--- src/rtl/core_pkg.sv ---
// rtl/core_pkg.sv - shared core types and constants
package core_pkg;

  localparam int DATA_WIDTH          = 32;
  localparam int BYTE_WIDTH          = 8;
  localparam int MEM_BE_WIDTH        = DATA_WIDTH / BYTE_WIDTH;
  localparam int DATA_MEM_ADDR_WIDTH = 10;
  localparam int ARB_MAX_WAIT        = 3;

  typedef enum logic [1:0] {
    RESP_NONE = 2'd0,
    RESP_IF   = 2'd1,
    RESP_DM   = 2'd2
  } resp_owner_e;

endpackage

--- src/rtl/mem_arbiter.sv ---
// rtl/mem_arbiter.sv - single-port memory arbiter between instruction fetch and load/store
module mem_arbiter #(
  parameter int DATA_WIDTH = core_pkg::DATA_WIDTH,
  parameter int ADDR_WIDTH = core_pkg::DATA_MEM_ADDR_WIDTH,
  parameter int MAX_WAIT   = core_pkg::ARB_MAX_WAIT
) (
  input  logic                            clk,
  input  logic                            rst_n,
  input  logic                            if_req_i,
  input  logic [ADDR_WIDTH-1:0]           if_addr_i,
  output logic                            if_gnt_o,
  output logic                            if_rvalid_o,
  output logic [DATA_WIDTH-1:0]           if_rdata_o,
  input  logic                            dm_req_i,
  input  logic                            dm_we_i,
  input  logic [core_pkg::MEM_BE_WIDTH-1:0] dm_be_i,
  input  logic [ADDR_WIDTH-1:0]           dm_addr_i,
  input  logic [DATA_WIDTH-1:0]           dm_wdata_i,
  output logic                            dm_gnt_o,
  output logic                            dm_rvalid_o,
  output logic [DATA_WIDTH-1:0]           dm_rdata_o,
  output logic                            mem_en_o,
  output logic [core_pkg::MEM_BE_WIDTH-1:0] mem_we_o,
  output logic [ADDR_WIDTH-1:0]           mem_addr_o,
  output logic [DATA_WIDTH-1:0]           mem_wdata_o,
  input  logic [DATA_WIDTH-1:0]           mem_rdata_i
);

  import core_pkg::*;

  localparam int CNT_W = $clog2(MAX_WAIT + 1);

  logic [CNT_W-1:0] wait_cnt;
  logic             force_if;
  resp_owner_e      state_q, state_d;

  assign force_if = (wait_cnt == CNT_W'(MAX_WAIT));

  // DM has priority unless IF has been denied MAX_WAIT cycles in a row.
  always_comb begin
    if_gnt_o = 1'b0;
    dm_gnt_o = 1'b0;
    if (rst_n) begin
      if (dm_req_i && !(if_req_i && force_if)) begin
        dm_gnt_o = 1'b1;
      end else if (if_req_i) begin
        if_gnt_o = 1'b1;
      end
    end
  end

  always_comb begin
    mem_en_o    = 1'b0;
    mem_we_o    = '0;
    mem_addr_o  = '0;
    mem_wdata_o = '0;
    if (dm_gnt_o) begin
      mem_en_o    = 1'b1;
      mem_addr_o  = dm_addr_i;
      mem_wdata_o = dm_wdata_i;
      mem_we_o    = dm_we_i ? dm_be_i : '0;
    end else if (if_gnt_o) begin
      mem_en_o    = 1'b1;
      mem_addr_o  = if_addr_i;
      mem_wdata_o = dm_wdata_i;
    end
  end

  always_ff @(posedge clk or negedge rst_n) begin
    if (!rst_n) begin
      wait_cnt <= '0;
    end else if (!if_req_i || if_gnt_o) begin
      wait_cnt <= '0;
    end else if (!force_if) begin
      wait_cnt <= wait_cnt + 1'b1;
    end
  end

  always_ff @(posedge clk or negedge rst_n) begin
    if (!rst_n) begin
      state_q <= RESP_NONE;
    end else begin
      state_q <= state_d;
    end
  end

  // Stores complete at grant, so only loads and fetches own a response slot.
  always_comb begin
    state_d = RESP_NONE;
    if (if_gnt_o) begin
      state_d = RESP_IF;
    end else if (dm_gnt_o && !dm_we_i) begin
      state_d = RESP_DM;
    end
  end

  assign if_rvalid_o = (state_q == RESP_IF);
  assign dm_rvalid_o = (state_q == RESP_DM);
  assign if_rdata_o  = mem_rdata_i;
  assign dm_rdata_o  = mem_rdata_i;

endmodule

--- config.mk ---
export PLATFORM = sky130hd
export DESIGN_NAME = mem_arbiter
export DESIGN_NICKNAME = d
export VERILOG_FILES = /design/src/rtl/core_pkg.sv /design/src/rtl/mem_arbiter.sv
export SDC_FILE = /design/constraint.sdc
export NUM_CORES = 1
export LEC_CHECK = 0
export ABC_AREA = 1
export ABC_CLOCK_PERIOD_IN_PS = 1600
export CORE_AREA = 2 2 80 82
export DETAILED_ROUTE_END_ITERATION = 8
export DIE_AREA = 0 0 82 84
export PLACE_DENSITY = 0.84
export REMOVE_ABC_BUFFERS = 1
export SYNTH_ARGS = -nofsm -noshare
export SYNTH_HDL_FRONTEND = slang
export SYNTH_SLANG_ARGS = --single-unit
--- constraint.sdc ---
create_clock -name clk -period 1.6 [get_ports clk]
set_clock_uncertainty 0.2 [all_clocks]
set_input_delay 0.24 -clock clk [delete_from_list [all_inputs] [get_ports clk]]
set_output_delay 0.24 -clock clk [all_outputs]
set_load 0.05 [all_outputs]
After elaboration in Yosys (flattened, before gate mapping). Cells that the tools add are included.

Output and inout bits: 115. Logic and storage cells: 31. Register bits: 4. Input bits: 93.

Add/sub/neg operators: 1. Reductions and logical operators: 7. Equal/unequal tests: 4. Mux-type cells: 17.

Operators with widths (count): 2-to-1 mux 32 bit (2); 2-to-1 mux 10 bit (2); 2-to-1 mux 2 bit (4); 2-to-1 mux 4 bit (2); 2-to-1 mux 1 bit (7); equality test 2 bit, second input constant (2); logical AND 1 bit (3); zero test 1 bit (3); adder 2 x 1 -> 2 bit, second input constant (1); equality test 2 x 1 -> 1 bit, second input constant (1); inequality test 2 x 1 -> 1 bit, second input constant (1); logical OR 1 bit (1).

Logic depth before layout (Yosys ltp).
Word-level depth: 9. Depth in mapped cells: 8. Mapped depth without buffers: 7.

Worst setup path after synthesis. No wires, ideal clock.

Path kind: register to output. Start: register wait_cnt[0]. End: output port mem_wdata_o[12]. Setup slack: -548 ps. Cell stages (with the launch flop): 8. Data arrival time: 1708 ps. Path buffers: 1. Data required time: 1160 ps. Cells stage by stage: dfrtp_1 ha_1 nand2_1 nand2_2 nor2_4 nor2_4 buf_6 nor2_1.

Cells in the longest elaborated chain, start to end: 8. Elaborated cells between the ends (all ways): 10. Those cells by class: eq/ne (1); mux (6); reduce/logical (3).

RTL lines: start: declaration (line mem_arbiter.sv:33) `logic [CNT_W-1:0] wait_cnt;`; start signal: assignment (line mem_arbiter.sv:75) `wait_cnt <= wait_cnt + 1'b1;`; equality test 2 bit (*) (line mem_arbiter.sv:37) `assign force_if = (wait_cnt == CNT_W'(MAX_WAIT));`; logical AND 1 bit (*) (line mem_arbiter.sv:44) `if (dm_req_i && !(if_req_i && force_if)) begin`; zero test 1 bit (*) (line mem_arbiter.sv:44); logical AND 1 bit (*) (line mem_arbiter.sv:44); 2-to-1 mux 1 bit (line mem_arbiter.sv:44); 2-to-1 mux 1 bit (line mem_arbiter.sv:43) `if (rst_n) begin`; 2-to-1 mux 32 bit (line mem_arbiter.sv:62) `end else if (if_gnt_o) begin`; 2-to-1 mux 32 bit (*) (line mem_arbiter.sv:57) `if (dm_gnt_o) begin`; end: declaration (line mem_arbiter.sv:25) `output logic [DATA_WIDTH-1:0] mem_wdata_o,`.

Mark *: on every way between the ends. The rest lies on a longest branch, timed or not.

Worst setup path in the final report.
Start: register wait_cnt[0]. End: output port mem_wdata_o[30].

The elaborated chain is that of the path after synthesis.

==> out/results.md <==
| Group | Result | Value |
|---|---|---|
| outcome | Outcome | complete, but fails checks |
| outcome | Failing checks | setup timing |
| drt | Detail Route Antenna Nets | 0 |
| cts | Hold_buf cts | 0 |
| placement | Number of buffers added on ports | 111 |
| floorplan | Starting density of the core | 18.9% |
| cts | Insertion delay of the later-clocked pin in the worst-skew pair | 0.21 ns |
| cts | Total CTS buffers | 3 |
| sta | Unrepaired setup endpoints after global routing | yes |
| sta | Final number of setup-violating endpoints | 49 |
| synthesis | Total of flip-flops plus latches after synthesis | 4 |
| sta | Final-report max-slew violation count | 0 |
| layout | Net total in the final layout | 363 |
| cts | Clk slew on worst S/H paths | 0.03 ns |
| layout | Area growth syn-to-layout | 161% |
| floorplan | Number of rows in the core area | 29 |
| drt | Residual DRC | 0 |
| worst setup path | Arrival time at the worst endpoint | 1.67 ns |
| drt | Pre-Repair DR Iteration Count | 4 |
| power | Power density over the cells | 476 nW/um^2 |
| cts | CTS H-tree lvls | 1 |
| sta | Minimum clock period after layout | 2.11 ns |
| cts | TritonCTS clock tree | yes |
| cts | Clock Tree Buf Depth | 2 |
| worst setup path | Critical path class | register to primary output |
| drt | Routed length per placed instance | 20.4 um |
| global route | Overall fraction of global-route tracks in use | 19.5% |
| synthesis | Proportion of netlist area held by the largest area contributor | 42.3% |
| layout | Post-route standard cell area excluding fillers | 3010 um^2 |
| worst setup path | Peak fanout along the critical path | 8 |
| floorplan | Die area | 6890 um^2 |
| worst setup path | Standard cell with the maximum stage delay on the critical path | dfrtp_1 |
| worst setup path | Worst path required time | 1.16 ns |
| synthesis | Area leader, netlist | buf_4 |
| global route | Vias in the first global route | 1600 |
| worst setup path | Cell breakdown of the critical path | ha_2 -> nand2_4 -> nand2_4 -> nor2_4 -> nor2_4 -> clkbuf_16 -> nor2_4 -> buf_12 |
| layout | Count of non-filler cells in the finished layout | 344 |
| sta | Setup TNS after final layout | -22.73 ns |
| synthesis | Summed instance area of the synthesized netlist | 1150 um^2 |
| floorplan | Floorplan die width | 82 um |
| placement | Post-placement cell area | 2390 um^2 |
| sta | Slack of the critical path | -0.506 ns |
| cts | Total clock sinks | 4 |
| power | Leakage power of the design | 1.37 nW |
| floorplan | Top-level port count | 208 |
| layout | Antenna diodes | 0 |
| floorplan | Vert. Die Dim | 84 um |
| synthesis | Yosys warns | 0 |
| floorplan | Total core area | 6100 um^2 |
| cts | Root buffer selected by CTS | clkbuf_8 |
| synthesis | Sequential share of the synthesized area | 8.69% |
| synthesis | Ranking of synthesized cells by area | buf_4, inv_1, nand2_1 |
| synthesis | Post-Synthesis Cells | 202 |
| synthesis | Most common cell in the synthesized netlist | buf_4 |
| sta | Maximum clock rate | 475 MHz |
| layout | Number of fill cells in the layout | 524 |
| synthesis | Ranking of synthesized cells by instance count | buf_4, inv_1, nand2_1, nor2_1 |
| run | Max_cap viols | 0 |
| synthesis | Predominant post-synthesis flop cell | dfrtp_1 |
| power | Maximum VDD drop | 0.305 mV |
| sta | Final worst path period share | 132% |
| drt | Initial drt markers | 12 |
| sta | Relative max-transition margin | 84.4% |
| placement | Post-DP HPWL | 5140 um |
| drt | Vias per Instance | 4.24 |
| global route | Total grt overflow | 0 |
| global route | Antenna violations before repair | 0 |
| sta | Slew @ Worst Pin | 0.233 ns |
| global route | First-pass GRT wire length | 9830 um |
| synthesis | Number of synthesized flops with an enable pin | 0 |
| layout | Final design utilization | 49.4% |
| worst setup path | Critical path endpoint category | primary output |
| sta | Number of failing hold endpoints at the final stage | 0 |
| synthesis | Ys async rst share | 100% |
| placement | Post-placement cell count | 327 |
| drt | Detailed Route WL | 7010 um |
| placement | Worst setup slack after placement | -0.454 ns |
| drt | Via count | 1458 |
| synthesis | Count of distinct cell types in the synthesized netlist | 12 |
| synthesis | Average instance area after synthesis | 5.70 um^2 |
| global route | Maximum number of pins on one net before global-route repair | 18 |
| placement | GPL Wtd Cong | 0.679 |
| worst hold path | Worst min-delay path category | input port to asynchronous set/reset pin |
| worst setup path | Kind of launch point of the worst setup path | register |
| layout | Fraction of final layout cells sized beyond drive strength 1 | 54.7% |
| worst setup path | Critical path's most frequent cell | nor2_4 |
| worst setup path | Crit-path max cell delay | 0.37 ns |
## through the flow
| stage | hold slack [ns] | total power, mW |
|---|---|---|
| 3_5_place_dp | 0.282 | 1.03 |
| 3_3_place_gp | 0.268 | 1.02 |
| 4_1_cts | 0.168 | 1.40 |
| 6_report | 0.176 | 1.43 |
| 2_1_floorplan | -0.256 | 0.490 |
| 5_1_grt | 0.191 | 1.49 |
## what timing repair did
action                     4_1_cts  5_1_grt
setup endpoints to repair       49       51
setup buffers                   12        4
gates resized for setup        104       26
gates cloned                     3        1
pin swaps                        9       11
## layout make-up
type,instances,area (um^2),area share (%)
Clock buffer,3,41.3,1.37
Inverter,41,161,5.36
Multi-Input combinational cell,88,761,25.3
Sequential cell,4,100,3.33
Tap cell,77,96.3,3.20
Timing Repair Buffer,131,1850,61.5
## worst paths after layout
check	from	endpoint	slack [ns]	cells after the start
max	wait_cnt[0]$_DFFE_PN0P_	mem_wdata_o[30]	-0.51	8
min	rst_n	state_q[1]$_DFF_PN0_	0.18	2
max reg2reg	wait_cnt[0]$_DFFE_PN0P_	wait_cnt[1]$_DFFE_PN0P_	0.04	9
min reg2reg	wait_cnt[1]$_DFFE_PN0P_	wait_cnt[1]$_DFFE_PN0P_	0.36	3
max in group asynchronous	rst_n	wait_cnt[0]$_DFFE_PN0P_	0.90	2
min in group clk	mem_rdata_i[27]	if_rdata_o[27]	0.28	0
## cells in the final DEF (no fill, tap or decap), types with 2 or more instances in the layout
master	synthesis	routed
clkbuf_8	0	3
nor2_1	38	3
buf_12	0	52
buf_4	65	10
nand2_4	0	11
inv_1	41	38
nor2_4	2	38
buf_6	4	6
dfrtp_1	4	4
nand2_1	41	13
clkdlybuf4s50_1	0	59
nand2_2	1	18
nand3_1	2	2
## flip-flops by register name, indices dropped and copies added (netlist names)
register,flops
wait_cnt,2
state_q,2
## metal layers
metal  GRT usage [%]  share of wire (%)  vias up
met5            9.17               0.43        -
met3            17.0                 21        4
li1                -                  -      632
met2            31.3                 45      165
met1            18.6                 33      655
met4            2.73               0.17        2
## worst max-delay path: cells and delay by family (launching register included)
family        cells  cell delay (ns)
simple gates      5             0.51
flops             1             0.37
buf+inv           2             0.34
fa+ha+maj         1             0.21
## power breakdown
group | switching, mW | total [mW] | internal [mW]
sequential | 0.00428 | 0.114 | 0.109
combinational | 0.564 | 1.11 | 0.544
clock | 0.0513 | 0.212 | 0.160
## kinds of logic after synthesis
logic type / share of synthesized area, %
buf+inv: 59.6
flops: 8.69
compound gates: 0.434
fa+ha+maj: 1.09
simple gates: 30.2
No activity file was read; power rests on OpenSTA's default activity.
